==> src/rtl/mc_pkg.sv <==
// Shared types and encodings for the multicycle RV32I controller.
package mc_pkg;

    typedef enum logic [3:0] {
        S_FETCH,
        S_DECODE,
        S_MEMADR,
        S_MEMREAD,
        S_MEMWB,
        S_MEMWRITE,
        S_EXECUTER,
        S_EXECUTEI,
        S_ALUWB,
        S_JAL,
        S_BEQ,
        S_TRAP
    } mc_state_t;

    localparam logic [6:0] OP_LW  = 7'b0000011;
    localparam logic [6:0] OP_SW  = 7'b0100011;
    localparam logic [6:0] OP_R   = 7'b0110011;
    localparam logic [6:0] OP_I   = 7'b0010011;
    localparam logic [6:0] OP_BEQ = 7'b1100011;
    localparam logic [6:0] OP_JAL = 7'b1101111;

    localparam logic [1:0] ALUOP_ADD   = 2'b00;
    localparam logic [1:0] ALUOP_SUB   = 2'b01;
    localparam logic [1:0] ALUOP_FUNCT = 2'b10;

    localparam logic [1:0] RES_ALUOUT    = 2'b00;
    localparam logic [1:0] RES_DATA      = 2'b01;
    localparam logic [1:0] RES_ALURESULT = 2'b10;

    localparam logic [1:0] SRCA_PC    = 2'b00;
    localparam logic [1:0] SRCA_OLDPC = 2'b01;
    localparam logic [1:0] SRCA_RD1   = 2'b10;

    localparam logic [1:0] SRCB_RD2  = 2'b00;
    localparam logic [1:0] SRCB_IMM  = 2'b01;
    localparam logic [1:0] SRCB_FOUR = 2'b10;

    localparam logic [1:0] IMM_I = 2'b00;
    localparam logic [1:0] IMM_S = 2'b01;
    localparam logic [1:0] IMM_B = 2'b10;
    localparam logic [1:0] IMM_J = 2'b11;

    // Raw per-state controls from the main FSM, before reset gating.
    typedef struct packed {
        logic       adr_src;
        logic       mem_write;
        logic       ir_write;
        logic       pc_update;
        logic       branch;
        logic       reg_write;
        logic [1:0] result_src;
        logic [1:0] alu_src_a;
        logic [1:0] alu_src_b;
        logic [1:0] alu_op;
        logic       retire;
        logic       trap_entry;
    } mc_ctrl_t;

    function automatic logic [1:0] imm_src_decode(input logic [6:0] op);
        case (op)
            OP_SW:   return IMM_S;
            OP_BEQ:  return IMM_B;
            OP_JAL:  return IMM_J;
            default: return IMM_I;
        endcase
    endfunction

endpackage

==> src/rtl/multicycle_controller_if.sv <==
// Controller <-> datapath bundle: instruction fields and flags in, selects and enables out.
interface multicycle_controller_if #(parameter int XLEN_CNT = 32);
    logic [6:0]          op;
    logic [2:0]          funct3;
    logic                funct7b5;
    logic                Zero;
    logic                mem_ready;
    logic                PCWrite;
    logic                AdrSrc;
    logic                MemWrite;
    logic                IRWrite;
    logic [1:0]          ResultSrc;
    logic [1:0]          ALUSrcA;
    logic [1:0]          ALUSrcB;
    logic                RegWrite;
    logic [1:0]          ImmSrc;
    logic [2:0]          ALUControl;
    logic                retire;
    logic [XLEN_CNT-1:0] instret;
    logic                trap;

    modport master (
        input  op, funct3, funct7b5, Zero, mem_ready,
        output PCWrite, AdrSrc, MemWrite, IRWrite, ResultSrc, ALUSrcA, ALUSrcB,
               RegWrite, ImmSrc, ALUControl, retire, instret, trap
    );

    modport slave (
        output op, funct3, funct7b5, Zero, mem_ready,
        input  PCWrite, AdrSrc, MemWrite, IRWrite, ResultSrc, ALUSrcA, ALUSrcB,
               RegWrite, ImmSrc, ALUControl, retire, instret, trap
    );
endinterface

==> src/rtl/mc_alu_dec.sv <==
// ALU decoder: maps ALUOp plus instruction fields onto the 3-bit ALU operation.
module mc_alu_dec
    import mc_pkg::*;
(
    input  logic [1:0] alu_op,
    input  logic [2:0] funct3,
    input  logic       op_b5,
    input  logic       funct7b5,
    output logic [2:0] alu_control
);

    always_comb begin
        alu_control = 3'b000;
        case (alu_op)
            ALUOP_ADD: alu_control = 3'b000;
            ALUOP_SUB: alu_control = 3'b001;
            ALUOP_FUNCT: begin
                case (funct3)
                    // Only R-type uses bit 30 to select sub; for addi it is an immediate bit.
                    3'b000:  alu_control = (op_b5 & funct7b5) ? 3'b001 : 3'b000;
                    3'b010:  alu_control = 3'b101;
                    3'b110:  alu_control = 3'b011;
                    3'b111:  alu_control = 3'b010;
                    default: alu_control = 3'b000;
                endcase
            end
            default: alu_control = 3'b000;
        endcase
    end

endmodule

==> src/rtl/mc_main_fsm.sv <==
// Main Moore sequencer: state register, next-state logic and per-state controls.
module mc_main_fsm
    import mc_pkg::*;
(
    input  logic       clk,
    input  logic       reset_n,
    input  logic [6:0] op,
    input  logic       mem_ready,
    output mc_ctrl_t   ctrl
);

    mc_state_t state_q, state_d;

    always_ff @(posedge clk or negedge reset_n) begin
        if (!reset_n) begin
            state_q <= S_FETCH;
        end else begin
            state_q <= state_d;
        end
    end

    always_comb begin
        state_d = state_q;
        ctrl    = '0;
        case (state_q)
            S_FETCH: begin
                ctrl.adr_src    = 1'b0;
                ctrl.alu_src_a  = SRCA_PC;
                ctrl.alu_src_b  = SRCB_FOUR;
                ctrl.result_src = RES_ALURESULT;
                ctrl.alu_op     = ALUOP_ADD;
                // Enables fire only on the completing cycle so a stalled fetch loads once.
                ctrl.ir_write   = mem_ready;
                ctrl.pc_update  = mem_ready;
                if (mem_ready) state_d = S_DECODE;
            end
            S_DECODE: begin
                ctrl.alu_src_a = SRCA_OLDPC;
                ctrl.alu_src_b = SRCB_IMM;
                ctrl.alu_op    = ALUOP_ADD;
                case (op)
                    OP_LW, OP_SW: state_d = S_MEMADR;
                    OP_R:         state_d = S_EXECUTER;
                    OP_I:         state_d = S_EXECUTEI;
                    OP_JAL:       state_d = S_JAL;
                    OP_BEQ:       state_d = S_BEQ;
                    default: begin
                        state_d         = S_TRAP;
                        ctrl.trap_entry = 1'b1;
                    end
                endcase
            end
            S_MEMADR: begin
                ctrl.alu_src_a = SRCA_RD1;
                ctrl.alu_src_b = SRCB_IMM;
                ctrl.alu_op    = ALUOP_ADD;
                state_d        = op[5] ? S_MEMWRITE : S_MEMREAD;
            end
            S_MEMREAD: begin
                ctrl.adr_src = 1'b1;
                if (mem_ready) state_d = S_MEMWB;
            end
            S_MEMWB: begin
                ctrl.result_src = RES_DATA;
                ctrl.reg_write  = 1'b1;
                ctrl.retire     = 1'b1;
                state_d         = S_FETCH;
            end
            S_MEMWRITE: begin
                ctrl.adr_src   = 1'b1;
                ctrl.mem_write = 1'b1;
                ctrl.retire    = mem_ready;
                if (mem_ready) state_d = S_FETCH;
            end
            S_EXECUTER: begin
                ctrl.alu_src_a = SRCA_RD1;
                ctrl.alu_src_b = SRCB_RD2;
                ctrl.alu_op    = ALUOP_FUNCT;
                state_d        = S_ALUWB;
            end
            S_EXECUTEI: begin
                ctrl.alu_src_a = SRCA_RD1;
                ctrl.alu_src_b = SRCB_IMM;
                ctrl.alu_op    = ALUOP_FUNCT;
                state_d        = S_ALUWB;
            end
            S_ALUWB: begin
                ctrl.result_src = RES_ALUOUT;
                ctrl.reg_write  = 1'b1;
                ctrl.retire     = 1'b1;
                state_d         = S_FETCH;
            end
            S_JAL: begin
                ctrl.alu_src_a  = SRCA_OLDPC;
                ctrl.alu_src_b  = SRCB_FOUR;
                ctrl.alu_op     = ALUOP_ADD;
                ctrl.result_src = RES_ALUOUT;
                ctrl.pc_update  = 1'b1;
                state_d         = S_ALUWB;
            end
            S_BEQ: begin
                ctrl.alu_src_a  = SRCA_RD1;
                ctrl.alu_src_b  = SRCB_RD2;
                ctrl.alu_op     = ALUOP_SUB;
                ctrl.result_src = RES_ALUOUT;
                ctrl.branch     = 1'b1;
                ctrl.retire     = 1'b1;
                state_d         = S_FETCH;
            end
            S_TRAP: begin
                state_d = S_TRAP;
            end
            default: begin
                state_d = S_FETCH;
            end
        endcase
    end

endmodule

==> src/rtl/multicycle_controller.sv <==
// Multicycle RV32I controller top: FSM, ALU decoder, ImmSrc decode, PC enable, retire counter and trap flag.
module multicycle_controller
    import mc_pkg::*;
#(
    parameter int XLEN_CNT = 32
) (
    input  logic                     clk,
    input  logic                     reset_n,
    multicycle_controller_if.master  bus
);

    mc_ctrl_t            ctrl;
    logic [XLEN_CNT-1:0] instret_q, instret_d;
    logic                trap_q, trap_d;
    logic                retire_g;

    mc_main_fsm u_fsm (
        .clk       (clk),
        .reset_n   (reset_n),
        .op        (bus.op),
        .mem_ready (bus.mem_ready),
        .ctrl      (ctrl)
    );

    mc_alu_dec u_alu_dec (
        .alu_op      (ctrl.alu_op),
        .funct3      (bus.funct3),
        .op_b5       (bus.op[5]),
        .funct7b5    (bus.funct7b5),
        .alu_control (bus.ALUControl)
    );

    // The FSM sits in FETCH during reset; gating keeps the enables dead until release.
    assign retire_g      = reset_n & ctrl.retire;
    assign bus.PCWrite   = reset_n & ((ctrl.branch & bus.Zero) | ctrl.pc_update);
    assign bus.IRWrite   = reset_n & ctrl.ir_write;
    assign bus.RegWrite  = reset_n & ctrl.reg_write;
    assign bus.MemWrite  = reset_n & ctrl.mem_write;
    assign bus.retire    = retire_g;
    assign bus.AdrSrc    = ctrl.adr_src;
    assign bus.ResultSrc = ctrl.result_src;
    assign bus.ALUSrcA   = ctrl.alu_src_a;
    assign bus.ALUSrcB   = ctrl.alu_src_b;
    assign bus.ImmSrc    = imm_src_decode(bus.op);
    assign bus.instret   = instret_q;
    assign bus.trap      = trap_q;

    always_comb begin
        instret_d = instret_q;
        trap_d    = trap_q | ctrl.trap_entry;
        if (retire_g) instret_d = instret_q + XLEN_CNT'(1);
    end

    always_ff @(posedge clk or negedge reset_n) begin
        if (!reset_n) begin
            instret_q <= '0;
            trap_q    <= 1'b0;
        end else begin
            instret_q <= instret_d;
            trap_q    <= trap_d;
        end
    end

endmodule

==> src/flat_wrapper.sv <==
// flat-port wrapper written by rule: the top's interface ports become plain ports
module multicycle_controller_flat import mc_pkg::*;
#(
    parameter int XLEN_CNT = 32
)
  (clk, reset_n, bus_op, bus_funct3, bus_funct7b5, bus_Zero, bus_mem_ready, bus_PCWrite, bus_AdrSrc, bus_MemWrite, bus_IRWrite, bus_ResultSrc, bus_ALUSrcA, bus_ALUSrcB, bus_RegWrite, bus_ImmSrc, bus_ALUControl, bus_retire, bus_instret, bus_trap);
  multicycle_controller_if #(.XLEN_CNT(XLEN_CNT)) bus_i ();
  input  logic clk;
  input  logic reset_n;
  input wire logic [$bits(bus_i.op)-1:0] bus_op;
  input wire logic [$bits(bus_i.funct3)-1:0] bus_funct3;
  input wire logic [$bits(bus_i.funct7b5)-1:0] bus_funct7b5;
  input wire logic [$bits(bus_i.Zero)-1:0] bus_Zero;
  input wire logic [$bits(bus_i.mem_ready)-1:0] bus_mem_ready;
  output wire logic [$bits(bus_i.PCWrite)-1:0] bus_PCWrite;
  output wire logic [$bits(bus_i.AdrSrc)-1:0] bus_AdrSrc;
  output wire logic [$bits(bus_i.MemWrite)-1:0] bus_MemWrite;
  output wire logic [$bits(bus_i.IRWrite)-1:0] bus_IRWrite;
  output wire logic [$bits(bus_i.ResultSrc)-1:0] bus_ResultSrc;
  output wire logic [$bits(bus_i.ALUSrcA)-1:0] bus_ALUSrcA;
  output wire logic [$bits(bus_i.ALUSrcB)-1:0] bus_ALUSrcB;
  output wire logic [$bits(bus_i.RegWrite)-1:0] bus_RegWrite;
  output wire logic [$bits(bus_i.ImmSrc)-1:0] bus_ImmSrc;
  output wire logic [$bits(bus_i.ALUControl)-1:0] bus_ALUControl;
  output wire logic [$bits(bus_i.retire)-1:0] bus_retire;
  output wire logic [$bits(bus_i.instret)-1:0] bus_instret;
  output wire logic [$bits(bus_i.trap)-1:0] bus_trap;
  assign bus_i.op = bus_op;
  assign bus_i.funct3 = bus_funct3;
  assign bus_i.funct7b5 = bus_funct7b5;
  assign bus_i.Zero = bus_Zero;
  assign bus_i.mem_ready = bus_mem_ready;
  assign bus_PCWrite = bus_i.PCWrite;
  assign bus_AdrSrc = bus_i.AdrSrc;
  assign bus_MemWrite = bus_i.MemWrite;
  assign bus_IRWrite = bus_i.IRWrite;
  assign bus_ResultSrc = bus_i.ResultSrc;
  assign bus_ALUSrcA = bus_i.ALUSrcA;
  assign bus_ALUSrcB = bus_i.ALUSrcB;
  assign bus_RegWrite = bus_i.RegWrite;
  assign bus_ImmSrc = bus_i.ImmSrc;
  assign bus_ALUControl = bus_i.ALUControl;
  assign bus_retire = bus_i.retire;
  assign bus_instret = bus_i.instret;
  assign bus_trap = bus_i.trap;
  multicycle_controller #(.XLEN_CNT(XLEN_CNT)) u_core (.clk(clk), .reset_n(reset_n), .bus(bus_i));
endmodule
==> config.mk <==
export PLATFORM = sky130hd
export DESIGN_NAME = multicycle_controller_flat
export DESIGN_NICKNAME = d
export VERILOG_FILES = /design/src/rtl/mc_pkg.sv /design/src/rtl/multicycle_controller_if.sv /design/src/rtl/mc_alu_dec.sv /design/src/rtl/mc_main_fsm.sv /design/src/rtl/multicycle_controller.sv /design/src/flat_wrapper.sv
export SDC_FILE = /design/constraint.sdc
export NUM_CORES = 1
export LEC_CHECK = 0
export CAP_MARGIN = 20
export CORE_ASPECT_RATIO = 1.25
export CORE_MARGIN = 2
export CORE_UTILIZATION = 42
export DETAILED_ROUTE_END_ITERATION = 10
export PLACE_DENSITY = 0.77
export SLEW_MARGIN = 0
export SYNTH_ARGS = -nofsm -noshare
export SYNTH_HDL_FRONTEND = slang
export SYNTH_SLANG_ARGS = --single-unit
==> constraint.sdc <==
create_clock -name clk -period 1.7 [get_ports clk]
set_clock_uncertainty 0.2 [all_clocks]
set_input_delay 0.255 -clock clk [delete_from_list [all_inputs] [get_ports clk]]
set_output_delay 0.255 -clock clk [all_outputs]
set_load 0.1 [all_outputs]
==> results of run 1 <==
[synthesized netlist by cell type (5+ instances only)]
library cell	instances
nor2_1	11
nor4_1	7
and4_1	5
nand2b_1	6
xnor2_1	12
inv_1	9
nor3_1	6
o21ai_0	6
nor4_2	14
dfrtp_1	37
xor2_1	22
a21oi_1	7
and3_1	7
nand4_1	9
nand2_1	20
nand3_1	11
[cells by family after synthesis]
logic type               synth area share (%)
flip-flops                               40.3
buffers and inverters                    4.41
AO/OA/AOI/OAI                            7.51
AND/OR/NAND/NOR                          33.2
XOR/XNOR                                 12.9
adder cells (fa/ha/maj)                  1.63
[stage by stage]
stage / util (%) / TNS, ps / worst slack [ps] / hold slack, ps
4_1_cts: 95.3 / -12340 / -532 / 15.3
3_3_place_gp: 87.0 / -13000 / -374 / 38.9
2_1_floorplan: - / -13040 / -924 / -241
3_5_place_dp: 87.0 / -15890 / -496 / 38.8
[repair_timing]
action / 4_1_cts
gates cloned: 1
buffers inserted: 17
hold endpoints to repair: 5
pin swaps: 50
endpoints found under the setup margin: 52
hold buffers: 1
resized for setup: 61
==> impl_metrics.py, run 1 <==
metrics = {
    "status": {
        "outcome": "did not finish",
        "stop_stage": "global routing (5_1_grt)",
        "tool.error": "[ERROR DPL-0033] detailed placement checks failed during check placement.",
    },
    "synthesis": {
        "yosysSeqAreaShare_pct": 40.3,
        "yosys.area.top_type": "dfrtp_1",
        "ys_types": 46,
        "yosys-top-cells-area": "dfrtp_1 (40%), xor2_1 (8.4%), nor4_2 (7.6%), xnor2_1 (4.6%), nand2_1 (3.3%)",
        "synth_cells": 231,
        "synth_edf_count": 0,
        "synth_top_cell_area_share_pct": 40.3,
        "async_flop_share_pct": 100,
        "syn_area_per_cell_um2": 9.96,
        "syn_nets": 249,
        "synth_top_flop_cell": "dfrtp_1",
        "syn_area_um2": 2300,
        "synth-seq-cells": 37,
        "ys.warnings.count": 0,
    },
    "floorplanning": {
        "ios": 65,
        "die_h_um": 86.7,
        "die_x_um": 70.2,
        "start_util_pct": 42.8,
        "rows": 30,
    },
    "placement": {
        "placed_area_um2": 4670,
        "dpl.hpwl_um": 6450,
        "portBuffers": 64,
        "dp_cells": 426,
        "place.gp.congestion": 0.854,
    },
    "clocking": {
        "cts_buffer_depth": 2,
        "clock_sinks": 37,
        "cts_max_level": 2,
        "cts_made_buffers": 5,
        "root_buffer": "clkbuf_8",
    },
    "global_route": {
        "grt_max_degree": 33,
        "antenna_found_initial": 0,
    },
    "sta": {
        "crit_endpoint": "bus_ALUControl[2]",
        "worst_endpoint_kind": "top-level output",
    },
}
==> run 2, diff against run 1 <==
CORE_ASPECT_RATIO = default   (was 1.25)
CORE_UTILIZATION = 27   (was 42)
PLACE_DENSITY = default   (was 0.77)
PLACE_DENSITY_LB_ADDON = 0.15   (was default)
clock period = 2.21 ns   (was 1.7 ns; I/O delays follow)
==> run 2 against run 1 <==
  * The flow now finishes, with violations (negative setup slack)
  * Synthesized cell count did not move
  * Synthesized area did not move
==> impl_metrics.py, run 2 <==
metrics = {
    "layout": {
        "diodes": 0,
        "seq_area_um2": 958,
        "nets": 340,
        "fillers": 799,
        "largest_reg_flops": 32,
        "area_growth_pct": 60.4,
        "fin_util_pct": 44.9,
        "multi_input_area_um2": 1480,
        "final_common_cell": "buf_4",
        "final_cell_mix": "buf_4 (58), dfrtp_2 (26), xor2_1 (22), buf_12 (18), nand2_1 (17)",
        "drive_gt1_share_pct": 52.3,
    },
    "synthesis": {
        "yosys-top-cells-area": "dfrtp_1 (40%), xor2_1 (8.4%), nor4_2 (7.6%), xnor2_1 (4.6%), nand2_1 (3.3%)",
        "yosys.area.top_type": "dfrtp_1",
        "syn_nets": 249,
        "synth_commonest_cells": "dfrtp_1 (37), xor2_1 (22), nand2_1 (20)",
        "ys.warnings.count": 0,
        "synth-seq-cells": 37,
        "synth_cells": 231,
        "syn_area_um2": 2300,
        "yosysSeqAreaShare_pct": 40.3,
        "synth_top_flop_cell": "dfrtp_1",
        "async_flop_share_pct": 100,
        "synth_top_cell_area_share_pct": 40.3,
        "yosysMostFrequentCell": "dfrtp_1",
        "syn_area_per_cell_um2": 9.96,
        "ys_types": 46,
        "synth_edf_count": 0,
    },
    "drt": {
        "drc": 0,
        "drt-initial-drc-count": 43,
        "vias_per_cell": 4.69,
        "vias": 2008,
        "ant_nets": 0,
        "wl_per_cell_um": 14.0,
        "wirelength_um": 6010,
        "drt-pass1-iter-count": 4,
    },
    "critical_path": {
        "cp_top_family": "flip-flops",
        "start_kind": "flop",
        "cp.required_ps": 1680,
        "ff2ff_path_depth": 7,
        "worst_ep_arrival_time_ps": 1690,
        "crit_path_end_kind": "output pin",
        "r2r_slack_ps": 140,
        "crit_buf_inv": 2,
        "worstSetupPathType": "flop to output pin",
        "slowest_delay_ps": 460,
        "worstPathCellList": "buf_6 -> nand2b_4 -> o21a_1 -> o21ai_1 -> and3b_2 -> buf_12",
        "timing.rr.start": "u_core.u_fsm.state_q[1]",
        "path_max_fanout": 6,
        "r2r_end": "u_core.bus.instret[11]",
        "worst_path_max_delay_cell": "dfrtp_2",
    },
    "floorplanning": {
        "die_area_um2": 9270,
        "core_area_um2": 8220,
        "rows": 33,
        "die_x_um": 96.3,
        "die_h_um": 96.3,
        "ios": 65,
        "start_util_pct": 28.0,
    },
    "sta": {
        "fin_crit_ps": 2220,
        "rsz0062_at_grt": "yes",
        "fin_ws_ps": -10.4,
        "hold_ws_ps": 3.34,
        "setup_viol": 2,
        "period_share_pct": 100,
        "max_clock_freq_mhz": 450,
        "hold_violations": 0,
        "drv_slew": 0,
        "max-slew-margin-rel_pct": 71.3,
        "worstMarginPinSlew_ps": 430,
    },
    "clocking": {
        "cts_max_level": 2,
        "cts_buffer_depth": 2,
        "cts_tree": "yes",
        "worstSkewPairLatency_ps": 290,
        "clock_sinks": 37,
        "root_buffer": "clkbuf_8",
        "cts.clk_slew.worst_paths_ps": 70,
        "cts_made_buffers": 5,
    },
    "power_and_ir_drop": {
        "combPwrFrac_pct": 66.1,
        "swShare_pct": 50.2,
        "power_density_nw_per_um2": 1110,
        "seqPwrFrac_pct": 21.0,
        "switchingPower_mw": 2.05,
        "power.internal_mw": 2.04,
        "finalPower_mw": 4.09,
        "clockPowerShare_pct": 12.9,
        "leakage_nw": 1.65,
        "ir_drop_v": 0.000765,
    },
    "global_route": {
        "grt_pass1_vias": 1962,
        "track_usage_pct": 13.2,
        "grt_pass1_wl_um": 9500,
        "antenna_found_initial": 0,
        "grt_max_degree": 29,
        "grt_overflow": 0,
    },
    "placement": {
        "place.gp.congestion": 0.727,
        "portBuffers": 64,
        "dp_worst_setup_slack_ps": -91.8,
        "dpl.hpwl_um": 4480,
    },
    "min_path": {
        "hold_path_class": "input pin to asynchronous set/reset pin",
    },
    "status": {
        "violations": "negative setup slack",
        "outcome": "complete, but fails checks",
    },
    "job": {
        "cap_violations": 0,
    },
}
## run 2: through the flow
| stage | instances | instance area [um^2] | TNS, ps |
|---|---|---|---|
| after floorplan | 231 | 2520 | -1160 |
| after global placement | 416 | 3480 | -21.0 |
| after detailed placement | 416 | 3480 | -91.8 |
| after CTS | 428 | 3670 | -58.3 |
| after global routing | 428 | 3690 | -274 |
| final | 428 | 3690 | -19.5 |
## run 2: area by class of cell
class                   count  area share (%)
clock buffers               7            2.61
clock inverters             1           0.136
inverters                  10            1.15
multi-input cells         174            40.1
flip-flops and latches     37            26.0
well taps                 105            3.56
repair buffers             94            26.5
## run 2: power groups by stage
stage	Sequential, mW	Clock (mW)	Combinational [mW]
after floorplan	1.12	0	1.61
after global placement	0.856	0	2.64
after detailed placement	0.860	0	2.65
after CTS	0.859	0.551	2.72
after global routing	0.876	0.578	2.85
final	0.858	0.529	2.71
## run 2: routing by layer
layer	part of all wire (%)	global-route usage [%]
met4	1.0	3.52
met1	46	17.3
met3	5.1	2.82
met5	0	0
met2	48	21.9
## run 2: cell families (layout without fill, tap and decap cells)
logic type                 count (synthesis)  after routing  share of synthesized area [%]
and+or+nand+nor                          113            113                           33.2
DFF                                       37             37                           40.3
xor gates and xnor gates                  34             34                           12.9
AOI/OAI and AO/OA                         24             24                           7.51
buffers and inverters                     20            112                           4.41
adders and majority gates                  3              3                           1.63
## run 2: what timing repair did
item                                   4_1_cts  5_1_grt
pin swaps                                    4        5
setup buffers                                3        0
setup endpoints to repair                    7        6
endpoints found under the hold margin        9        0
gates resized for setup                     15        6
hold buffers                                 1        0
## run 2: worst max path at each step
stage	startpoint	to	slack, ps	cells past startpoint
after detailed placement	bus_op[0]	bus_ImmSrc[0]	-90	5
after global placement	bus_op[3]	bus_ImmSrc[0]	-20	5
after global routing	u_core.u_fsm.state_q[3]	bus_ALUControl[2]	-110	7
after floorplan	u_core.u_fsm.state_q[0]	bus_IRWrite	-520	3
final	u_core.u_fsm.state_q[3]	bus_PCWrite	-10	6
after CTS	u_core.u_fsm.state_q[3]	bus_PCWrite	-30	6
No activity file was read; power rests on OpenSTA's default activity.
